<file path="src/rtl/adder_serial_if.sv">
// Handshake and data bundle for adder_serial: operands in, result/flags out.
// The slave side is the adder itself; the master side is whoever feeds and drains it.
interface adder_serial_if #(
  parameter int WIDTH = 8
);
  logic             in_valid;
  logic             in_ready;
  logic             sub;
  logic [WIDTH-1:0] a;
  logic [WIDTH-1:0] b;
  logic             out_valid;
  logic             out_ready;
  logic [WIDTH-1:0] result;
  logic             carry_out;
  logic             overflow;

  modport master (
    output in_valid, sub, a, b, out_ready,
    input  in_ready, out_valid, result, carry_out, overflow
  );

  modport slave (
    input  in_valid, sub, a, b, out_ready,
    output in_ready, out_valid, result, carry_out, overflow
  );
endinterface

</file>
<file path="src/rtl/adder_serial.sv">
// Chunk-serial adder/subtractor: resolves CHUNK bits per clock through a registered
// ripple carry, with valid/ready handshakes on operands and result.
module adder_serial #(
  parameter int WIDTH = 8,
  parameter int CHUNK = 2
) (
  input  logic          clk,
  input  logic          rst_n,
  adder_serial_if.slave bus
);
  localparam int NUM_CHUNKS = WIDTH / CHUNK;
  localparam int IDX_W      = (NUM_CHUNKS > 1) ? $clog2(NUM_CHUNKS) : 1;

  generate
    if (WIDTH < 1) begin : g_bad_width
      $error("adder_serial: WIDTH must be at least 1");
    end
    if (CHUNK < 1 || (WIDTH % CHUNK) != 0) begin : g_bad_chunk
      $error("adder_serial: CHUNK must divide WIDTH exactly");
    end
  endgenerate

  typedef enum logic [1:0] {
    IDLE,
    CALC,
    DONE
  } state_t;

  state_t           state;
  state_t           next_state;
  logic             armed;
  logic [WIDTH-1:0] op_a;
  logic [WIDTH-1:0] op_b;
  logic [WIDTH-1:0] result_q;
  logic             carry_q;
  logic             carry_out_q;
  logic             overflow_q;
  logic [IDX_W-1:0] idx;
  logic [CHUNK-1:0] a_chunk;
  logic [CHUNK-1:0] b_chunk;
  logic [CHUNK:0]   chunk_sum;
  logic             last_chunk;
  logic             accept;

  // armed keeps in_ready low until the first clock edge after reset release
  always_ff @(posedge clk or negedge rst_n) begin
    if (!rst_n) begin
      state <= IDLE;
      armed <= 1'b0;
    end else begin
      state <= next_state;
      armed <= 1'b1;
    end
  end

  always_comb begin
    next_state = state;
    case (state)
      IDLE:    if (accept) next_state = CALC;
      CALC:    if (last_chunk) next_state = DONE;
      DONE:    if (bus.out_ready) next_state = IDLE;
      default: next_state = IDLE;
    endcase
  end

  always_comb begin
    bus.in_ready  = (state == IDLE) && armed;
    bus.out_valid = (state == DONE);
  end

  assign accept = bus.in_valid && bus.in_ready;

  always_comb begin
    a_chunk    = op_a[int'(idx) * CHUNK +: CHUNK];
    b_chunk    = op_b[int'(idx) * CHUNK +: CHUNK];
    chunk_sum  = {1'b0, a_chunk} + {1'b0, b_chunk} + {{CHUNK{1'b0}}, carry_q};
    last_chunk = (idx == IDX_W'(NUM_CHUNKS - 1));
  end

  // Subtraction is a + ~b + 1: the inverted operand and the carry-in of 1 are set at accept
  always_ff @(posedge clk or negedge rst_n) begin
    if (!rst_n) begin
      op_a        <= '0;
      op_b        <= '0;
      result_q    <= '0;
      carry_q     <= 1'b0;
      carry_out_q <= 1'b0;
      overflow_q  <= 1'b0;
      idx         <= '0;
    end else if (accept) begin
      op_a    <= bus.a;
      op_b    <= bus.sub ? ~bus.b : bus.b;
      carry_q <= bus.sub;
      idx     <= '0;
    end else if (state == CALC) begin
      result_q[int'(idx) * CHUNK +: CHUNK] <= chunk_sum[CHUNK-1:0];
      carry_q <= chunk_sum[CHUNK];
      idx     <= last_chunk ? '0 : idx + 1'b1;
      if (last_chunk) begin
        carry_out_q <= chunk_sum[CHUNK];
        overflow_q  <= (op_a[WIDTH-1] == op_b[WIDTH-1]) &&
                       (chunk_sum[CHUNK-1] != op_a[WIDTH-1]);
      end
    end
  end

  assign bus.result    = result_q;
  assign bus.carry_out = carry_out_q;
  assign bus.overflow  = overflow_q;
endmodule
</file>
<file path="src/flat_wrapper.sv">
// flat-port wrapper written by rule: the top's interface ports become plain ports
module adder_serial_flat 
#(
  parameter int WIDTH = 8,
  parameter int CHUNK = 2
)
  (clk, rst_n, bus_in_valid, bus_sub, bus_a, bus_b, bus_out_ready, bus_in_ready, bus_out_valid, bus_result, bus_carry_out, bus_overflow);
  adder_serial_if #(.WIDTH(WIDTH)) bus_i ();
  input  logic clk;
  input  logic rst_n;
  input wire logic [$bits(bus_i.in_valid)-1:0] bus_in_valid;
  input wire logic [$bits(bus_i.sub)-1:0] bus_sub;
  input wire logic [$bits(bus_i.a)-1:0] bus_a;
  input wire logic [$bits(bus_i.b)-1:0] bus_b;
  input wire logic [$bits(bus_i.out_ready)-1:0] bus_out_ready;
  output wire logic [$bits(bus_i.in_ready)-1:0] bus_in_ready;
  output wire logic [$bits(bus_i.out_valid)-1:0] bus_out_valid;
  output wire logic [$bits(bus_i.result)-1:0] bus_result;
  output wire logic [$bits(bus_i.carry_out)-1:0] bus_carry_out;
  output wire logic [$bits(bus_i.overflow)-1:0] bus_overflow;
  assign bus_i.in_valid = bus_in_valid;
  assign bus_i.sub = bus_sub;
  assign bus_i.a = bus_a;
  assign bus_i.b = bus_b;
  assign bus_i.out_ready = bus_out_ready;
  assign bus_in_ready = bus_i.in_ready;
  assign bus_out_valid = bus_i.out_valid;
  assign bus_result = bus_i.result;
  assign bus_carry_out = bus_i.carry_out;
  assign bus_overflow = bus_i.overflow;
  adder_serial #(.WIDTH(WIDTH), .CHUNK(CHUNK)) u_core (.clk(clk), .rst_n(rst_n), .bus(bus_i));
endmodule
</file>
<file path="config.mk">
export PLATFORM = sky130hd
export DESIGN_NAME = adder_serial_flat
export DESIGN_NICKNAME = d
export VERILOG_FILES = /design/src/rtl/adder_serial_if.sv /design/src/rtl/adder_serial.sv /design/src/flat_wrapper.sv
export SDC_FILE = /design/constraint.sdc
export NUM_CORES = 1
export LEC_CHECK = 0
export BUFFER_PORTS_ARGS = -buffer_cell sky130_fd_sc_hd__buf_2
export CAP_MARGIN = 20
export CORE_ASPECT_RATIO = 0.7
export CORE_MARGIN = 2
export CORE_UTILIZATION = 43
export CTS_CLUSTER_SIZE = 16
export DETAILED_ROUTE_END_ITERATION = 10
export PLACE_DENSITY = 0.62
export RECOVER_POWER = 50
export SYNTH_ARGS = -nofsm -noshare
export SYNTH_HDL_FRONTEND = slang
export SYNTH_SLANG_ARGS = --single-unit
</file>
<file path="constraint.sdc">
create_clock -name clk -period 7.5 [get_ports clk]
set_input_delay 0.75 -clock clk [delete_from_list [all_inputs] [get_ports clk]]
set_output_delay 0.75 -clock clk [all_outputs]
set_load 0.02 [all_outputs]
</file>
# After elaboration in Yosys (flattened, before gate mapping)
# Cells that the tools add are included.
[classes]
add_sub_neg = 4
eq_ne = 8
n_shift = 4
n_mux = 11
n_bitwise = 2
n_reduce_logical = 8
[op_table]
columns = ["cell", "count"]
rows = [
  ["$neg A3 Y33", 1],
  ["$shift A2 B33 Y8 const A", 1],
  ["$shiftx A2 B33 Y8", 1],
  ["$shiftx A8 B4 Y2", 2],
  ["$mux W2", 6],
  ["$bwmux W8", 1],
  ["$mux W8", 1],
  ["$not A8 Y8", 1],
  ["$pmux W2 S3", 1],
  ["$reduce_and A3 Y1", 2],
  ["$eq A2 B2 Y1 const B", 2],
  ["$ne A2 B1 Y1 const B", 2],
  ["$add A2 B2 Y3", 1],
  ["$add A3 B1 Y3", 1],
  ["$logic_and A1 B1 Y1", 3],
  ["$add A2 B1 Y2 const B", 1],
  ["$eq A2 B1 Y1 const B", 1],
  ["$logic_not A2 Y1", 1],
  ["$mux W1", 2],
  ["$ne A2 B2 Y1 const B", 1],
  ["$reduce_and A2 Y1", 1],
  ["$reduce_bool A2 Y1", 1],
  ["$eq A1 B1 Y1", 1],
  ["$ne A1 B1 Y1", 1],
  ["$not A1 Y1", 1],
]
[word_totals]
ff_bits = 32
input_bits = 21
output_inout_bits = 12
wordCells = 46

# Logic depth before layout (Yosys ltp)
# Gate-level depths: netlist of the first run.
[depth]
ltp_word = 5
ltp_mapped = 7
mapped_depth_nobuf = 6

# Worst setup path after synthesis of the first run
# Ideal clock, no wire load.
[synth_timing]
kind = "register to register"
start = "register u_core.idx[0]"
end = "register u_core.overflow_q, in the netlist u_core.bus.overflow"
setup_ns = 0.125
arrival_ns = 2.435
t_required_ns = 7.375
path_slack_ns = 4.941
stages_incl_launch_ff = 8
n_path_buf = 1
synth_period_minus_slack_ns = 2.559
path_cell_list = "dfrtp_1 > buf_2 > mux4_2 > fa_1 > fa_1 > nand2b_1 > o22ai_1 > mux2_2"
[synth_via]
elab_chain_len = 5
word_cells_on_any_way = 8
cone_classes = "add/sub (2); eq/ne (2); shift (2); reduce/logical (2)"
[synth_rtl]
columns = ["element", "line", "source"]
rows = [
  ["start, declared", "adder_serial.sv:38", "logic [IDX_W-1:0] idx;"],
  ["start signal, assigned", "adder_serial.sv:98", "idx <= last_chunk ? '0 : idx + 1'b1;"],
  ["$shiftx A8 B4 Y2 (on tied branches)", "adder_serial.sv:74, adder_serial.sv:75", ""],
  ["$add A2 B2 Y3", "adder_serial.sv:76", "chunk_sum = {1'b0, a_chunk} + {1'b0, b_chunk} + {{CHUNK{1'b0}}, carry_q};"],
  ["$add A3 B1 Y3", "adder_serial.sv:76", ""],
  ["$ne A1 B1 Y1", "adder_serial.sv:102", "(chunk_sum[CHUNK-1] != op_a[WIDTH-1]);"],
  ["$logic_and A1 B1 Y1", "adder_serial.sv:101", "overflow_q <= (op_a[WIDTH-1] == op_b[WIDTH-1]) &&"],
  ["end signal, assigned", "adder_serial.sv:101", ""],
  ["end, declared", "adder_serial.sv:37", "logic overflow_q;"],
]
# Several ways; a longest one is shown, not always the timed one.
# A chain may end at the register's enable or synchronous reset.

# Worst setup path in the final report of the first run
[layout_timing]
start = "register u_core.idx[0]"
end = "register u_core.result_q[1], in the netlist u_core.bus.result[1]"
[layout_via]
elab_chain_len = 5
word_cells_on_any_way = 8
cone_classes = "add/sub (3); shift (4); mux (1)"
[layout_rtl]
columns = ["element", "line", "source"]
rows = [
  ["$shiftx A8 B4 Y2 (on tied branches)", "adder_serial.sv:74, adder_serial.sv:75", ""],
  ["$add A2 B2 Y3", "adder_serial.sv:76", ""],
  ["$add A3 B1 Y3", "adder_serial.sv:76", ""],
  ["$shiftx A2 B33 Y8", "adder_serial.sv:96", "result_q[int'(idx) * CHUNK +: CHUNK] <= chunk_sum[CHUNK-1:0];"],
  ["$bwmux W8 (*)", "adder_serial.sv:96", ""],
  ["end signal, assigned by index", "adder_serial.sv:96", ""],
  ["end, declared", "adder_serial.sv:34", "logic [WIDTH-1:0] result_q;"],
]
# Every way passes the cells marked *; elsewhere a longest branch is shown, timed or not.

==> results of run 1 <==
## registers in the layout, summed over array words and instances, names as in the netlist
| name | cells |
|---|---|
| u_core.bus.carry_out | 1 |
| u_core.bus.overflow | 1 |
| u_core.op_a | 8 |
| u_core.armed | 1 |
| u_core.state | 2 |
| u_core.op_b | 8 |
| u_core.bus.result | 8 |
| u_core.carry_q | 1 |
| u_core.idx | 2 |
## cells in the mapped netlist, drive strengths merged
cell type,instances
or3,1
o31ai,2
o21ai,2
conb,1
mux2i,1
nand2,9
nand2b,7
nand3b,3
a22o,4
buf,5
inv,4
nor3,1
o22ai,1
mux4,4
o21bai,1
mux2,12
ha,6
nor4,1
nor2,10
xnor2,8
fa,2
and2b,1
and4bb,1
a21oi,10
nor3b,1
dfrtp,32
## per-stage QoR
| step | setup slack [ns] | util, % |
|---|---|---|
| after floorplan | 4.94 | - |
| after global placement | 4.76 | 50.6 |
| after detailed placement | 4.71 | 50.6 |
| after CTS | 4.69 | 53.2 |
| after global routing | 4.55 | 53.6 |
| final | 4.72 | 53.6 |
## worst reg2reg max path: stages (launching register included)
cell      delay [ns]
dfrtp_1         0.66
mux4_2          0.59
fa_1            0.41
fa_1            0.54
nand2b_1        0.14
nor2_1          0.06
mux2_2          0.26
## layout by cell type, fill, tap and decap left out, drive strengths merged, types with 6 or more instances in the layout
| cell | instances |
|---|---|
| dfrtp | 32 |
| buf | 32 |
| mux2 | 12 |
| a21oi | 10 |
| nor2 | 10 |
| nand2 | 9 |
| xnor2 | 8 |
| nand2b | 7 |
| clkbuf | 7 |
| ha | 6 |
## kinds of logic after synthesis
| logic type | Yosys count |
|---|---|
| and+or+nand+nor | 35 |
| DFF | 32 |
| AOI/OAI and AO/OA | 20 |
| muxes | 17 |
| buffers and inverters | 9 |
| adders and majority gates | 8 |
| xor gates and xnor gates | 8 |
| other | 1 |
## final timing paths
path | from | endpoint | cells after the start
min | u_core.bus.result[6] | u_core.bus.result[6] | 2
max reg2reg | u_core.idx[0] | u_core.bus.result[1] | 6
max in group asynchronous | rst_n | u_core.carry_q | 1
min reg2reg | u_core.bus.result[6] | u_core.bus.result[6] | 2
min in group asynchronous | rst_n | u_core.armed | 1
max | u_core.idx[0] | u_core.bus.result[1] | 6
## layer usage
metal / share of wire [%] / wire, µm / up-vias / global-route usage, %
met2: 43 / 1250 / 25 / 22.0
met5: 0 / 0 / - / 0
met3: 5.1 / 147 / 3 / 5.23
li1: - / - / 518 / -
met4: 0.94 / 27 / 0 / 6.12
met1: 50 / 1460 / 481 / 21.6
## where the power goes
part	leakage, µW	switching, µW	internal (µW)
sequential	0.000392	67.0	248
clock	0.0000510	61.0	73.1
combinational	0.000453	195	192
## final cells by class
cell class,instances,area share (%)
repair buffers,33,9.78
clock buffers,6,4.33
inverters,4,0.787
well taps,50,3.28
flip-flops and latches,32,42.0
multi-input cells,89,39.3
clock inverters,2,0.525
==> flow_summary.yaml, run 1 <==
logic_synthesis:
  yosysSeqAreaShare_pct: 49.6
  synth-seq-cells: 32
  syn-cell-area_um2: 1610
  synth_nets: 159
  synth_top_family_by_area: "multiplexers"
  yosys.area_share.adder_pct: 7.13
  synth_compound_area_share_pct: 7.67
  synth_top_area_share_pct: 49.6
  synthXorXnorAreaFrac_pct: 4.34
  synthMuxAreaShare_pct: 16.4
  yosys.area_share.simple_pct: 11.3
  avgSynthCellArea_um2: 12.4
  synth_warnings: 0
  syn-instance-count: 130
  synth_area_leaders: "dfrtp_1 50%, mux2_4 7.4%, mux4_2 5.6%"
  yosysTopAreaCell: "dfrtp_1"
  ys_types: 28
run_status:
  violations: "capacitance limit, slew limit"
  outcome: "complete, but fails checks"
floorplan:
  die_x_um: 77.2
  rows: 18
  die_h_um: 55.3
  coreArea_um2: 3560
  start_util_pct: 45.4
  dieArea_um2: 4270
  io_pins: 33
critical_path:
  crit_path_frequent_cell: "fa_1"
  slowest_delay_ns: 0.66
  path_class: "reg2reg"
  path_cells: "mux4_2 > fa_1 > fa_1 > nand2b_1 > nor2_1 > mux2_2"
  path_buf_inv: 0
  cp_max_fo: 13
  slowest_stage: "dfrtp_1"
  worstPathRequired_ns: 7.67
  cp.arrival_ns: 2.94
  ff2ff_setup_slack_ns: 4.72
  cp-start-kind: "flip-flop"
  path_delay_family: "adder cells"
  endpoint_kind: "flip-flop"
detailed_routing:
  ant_nets: 0
  post_drt_wl_per_cell_um: 13.3
  drc: 0
  drt-pass1-iter-count: 4
  vias: 1027
  vias_per_cell: 4.75
  routed_wl_um: 2880
  first_iter_violations: 38
clock_tree:
  clockRootBuffer: "clkbuf_8"
  cts_tree: "yes"
  clk_pin_slew_ns: 0.06
  clock_sinks: 32
  post_cts_buffers: 0
  hold_buffers: 0
  tritoncts.num_buffers: 5
  post_cts_resize_count: 0
  clock_path_buffers: 2
  h-tree-depth: 2
  clkLatencyLatePin_ns: 0.28
finish:
  fin_nets: 194
  design_area_um2: 1910
  syn2layout_area_growth_pct: 18.1
  layout-drive-gt1-share_pct: 31.9
  multi_input_area_um2: 749
  n_fill_cell: 332
  diodes: 0
  stdcell_count: 216
  seq_area_um2: 801
placement:
  place_congestion: 0.739
  port_buffers: 32
  dp_cells: 207
  placed_cell_area_um2: 1800
  dp_hpwl_um: 2130
power:
  cellLeakagePower_uw: 0.000896
  total_power_uw: 836
  peakVddDrop_uv: 176
  powerDensity_nw_per_um2: 439
global_route:
  grt_max_degree: 33
  gr-total-overflow: 0
  antenna_found_initial: 0
  grt_pass1_vias: 1069
  grt_usage_pct: 15.4
  grt_pass1_wl_um: 5020
timing:
  worst_pin_slew_ns: 1.66
  fin_skew_ns: 0.00340
  fmax_mhz: 360
  hold_violations: 0
  period_minus_slack_ns: 2.78
  rsz0062_at_grt: "false"
  post-route-period-util_pct: 37.0
  setup_tns_ns: 0
  slew-limit-headroom_pct: -10.7
  finalSetupViolCount: 0
  holdWs_ns: 0.493
  drv_slew: 33
flow_run:
  drv_cap: 1
hold_path:
  hold_path_class: "reg2reg"
(Power assumes the default switching activity.)
==> run 2, diff against run 1 <==
--- a/config.mk
+++ b/config.mk
@@ -12,7 +12,7 @@
 export CORE_UTILIZATION = 43
 export CTS_CLUSTER_SIZE = 16
 export DETAILED_ROUTE_END_ITERATION = 10
-export PLACE_DENSITY = 0.62
+export PLACE_DENSITY = 0.65
 export RECOVER_POWER = 50
 export SYNTH_ARGS = -nofsm -noshare
 export SYNTH_HDL_FRONTEND = slang
==> constraint.sdc (replaced) <==
create_clock -name clk -period 2.45 [get_ports clk]
set_input_delay 0.245 -clock clk [delete_from_list [all_inputs] [get_ports clk]]
set_output_delay 0.245 -clock clk [all_outputs]
set_load 0.02 [all_outputs]
==> flow_summary.yaml, run 2 (synthesis results as in run 1) <==
global_route:
  grt_usage_pct: 16.0
  grt_max_degree: 33
  antenna_found_initial: 0
  grt_pass1_vias: 1146
  gr-total-overflow: 0
  grt_pass1_wl_um: 5260
finish:
  syn2layout_area_growth_pct: 19.8
  design_area_um2: 1930
  fin_nets: 199
  final_common_cell: "dfrtp_1"
  final_cell_mix: "31 x dfrtp_1, 26 x buf_2, 10 x a21oi_1, 10 x nor2_1, 9 x nand2_1"
  diodes: 0
  layout-drive-gt1-share_pct: 33.3
flow_run:
  drv_cap: 1
clock_tree:
  clock_path_buffers: 2
  tritoncts.num_buffers: 5
  cts_tree: "yes"
  clock_sinks: 32
  clkLatencyLatePin_ns: 0.28
  h-tree-depth: 2
  hold_buffers: 0
  clk_pin_slew_ns: 0.06
  clockRootBuffer: "clkbuf_8"
timing:
  finalSetupViolCount: 0
  fmax_mhz: 422
  setup_tns_ns: 0
  fin_skew_ns: 0.00709
  worst_pin_slew_ns: 1.62
  post-route-period-util_pct: 96.8
  slew-limit-headroom_pct: -7.91
  drv_slew: 33
  layout_setup_ws_ns: 0.0794
  period_minus_slack_ns: 2.37
  hold_violations: 0
  holdWs_ns: 0.145
placement:
  port_buffers: 32
  place_congestion: 0.819
  placed_cell_area_um2: 1840
  pre_cts_slack_ns: -0.0133
  dp_hpwl_um: 2290
critical_path:
  worstPathRequired_ns: 2.62
  cp.arrival_ns: 2.54
  cp-start-kind: "flip-flop"
  endpoint_kind: "flip-flop"
  cp_max_fo: 4
  path_class: "reg2reg"
floorplan:
  die_x_um: 77.2
  dieArea_um2: 4270
  start_util_pct: 45.4
  rows: 18
  die_h_um: 55.3
  io_pins: 33
  coreArea_um2: 3560
power:
  peakVddDrop_uv: 664
  cellLeakagePower_uw: 0.000896
  powerDensity_nw_per_um2: 1410
detailed_routing:
  vias: 1083
  ant_nets: 0
  drt-pass1-iter-count: 4
  routed_wl_um: 3040
  vias_per_cell: 4.90
  post_drt_wl_per_cell_um: 13.8
  drc: 0
  first_iter_violations: 38
hold_path:
  hold_path_class: "in2reg"
run_status:
  violations: "capacitance limit, slew limit"
  outcome: "complete, but fails checks"
==> run 2: cell types whose count changed in the layout (fill, tap and decap cells not counted), sizes merged <==
| cell | previous run | this run |
|---|---|---|
| clkbuf | 7 | 14 |
| clkinv | 2 | 0 |
==> run 2: what timing repair did <==
item,CTS,global route
resized for setup,1,1
setup endpoints to repair,1,2
setup buffers,0,1
==> run 2: report_power, final <==
group	switching, µW	leakage [µW]	internal [µW]	total, µW
sequential	182	0.000390	763	945
clock	185	0.0000455	229	414
combinational	660	0.000460	703	1360
total	1030	0.000896	1690	2720
==> run 2: cell type report <==
type / count / area [µm²]
well taps: 50 / 62.6
flip-flops and latches: 32 / 802
multi-input cells: 89 / 766
repair buffers: 38 / 198
inverters: 4 / 15.0
clock buffers: 8 / 90.1
fillers: 332 / 1630
==> run 2: per-stage QoR <==
stage / power, µW / cells / utilization (%)
after floorplan: 1890 / 130 / -
after global placement: 2250 / 212 / 51.7
after detailed placement: 2310 / 212 / 51.7
after CTS: 2750 / 220 / 54.3
after global routing: 2950 / 221 / 54.3
final: 2720 / 221 / 54.3
==> run 2: worst paths after layout <==
kind / startpoint / endpoint / slack, ns / cells after the start
worst max-delay path: u_core.idx[0] / u_core.bus.overflow / 0.08 / 5
worst min-delay path: bus_out_ready / u_core.state[1] / 0.14 / 2
worst max register to register: u_core.idx[0] / u_core.bus.overflow / 0.08 / 5
worst min register to register: u_core.bus.result[7] / u_core.bus.result[7] / 0.50 / 2
max in group asynchronous: rst_n / u_core.idx[0] / 1.02 / 1
min in group asynchronous: rst_n / u_core.bus.result[3] / 0.36 / 1
==> run 2: critical path: stages (launching register included) <==
cell and delay (ns):
dfrtp_2 0.40, mux4_2 0.53, fa_2 0.38, fa_2 0.60
o22ai_1 0.10, mux2_2 0.26
==> run 2: layer usage <==
| metal | routed length (µm) | part of all wire, % | GRT usage, % | vias to the layer above |
|---|---|---|---|---|
| li1 | - | - | - | 529 |
| met3 | 181 | 6.0 | 4.90 | 3 |
| met1 | 1490 | 49 | 21.8 | 513 |
| met2 | 1340 | 44 | 24.1 | 38 |
| met4 | 28 | 0.92 | 6.38 | 0 |
| met5 | 0 | 0 | 0 | - |
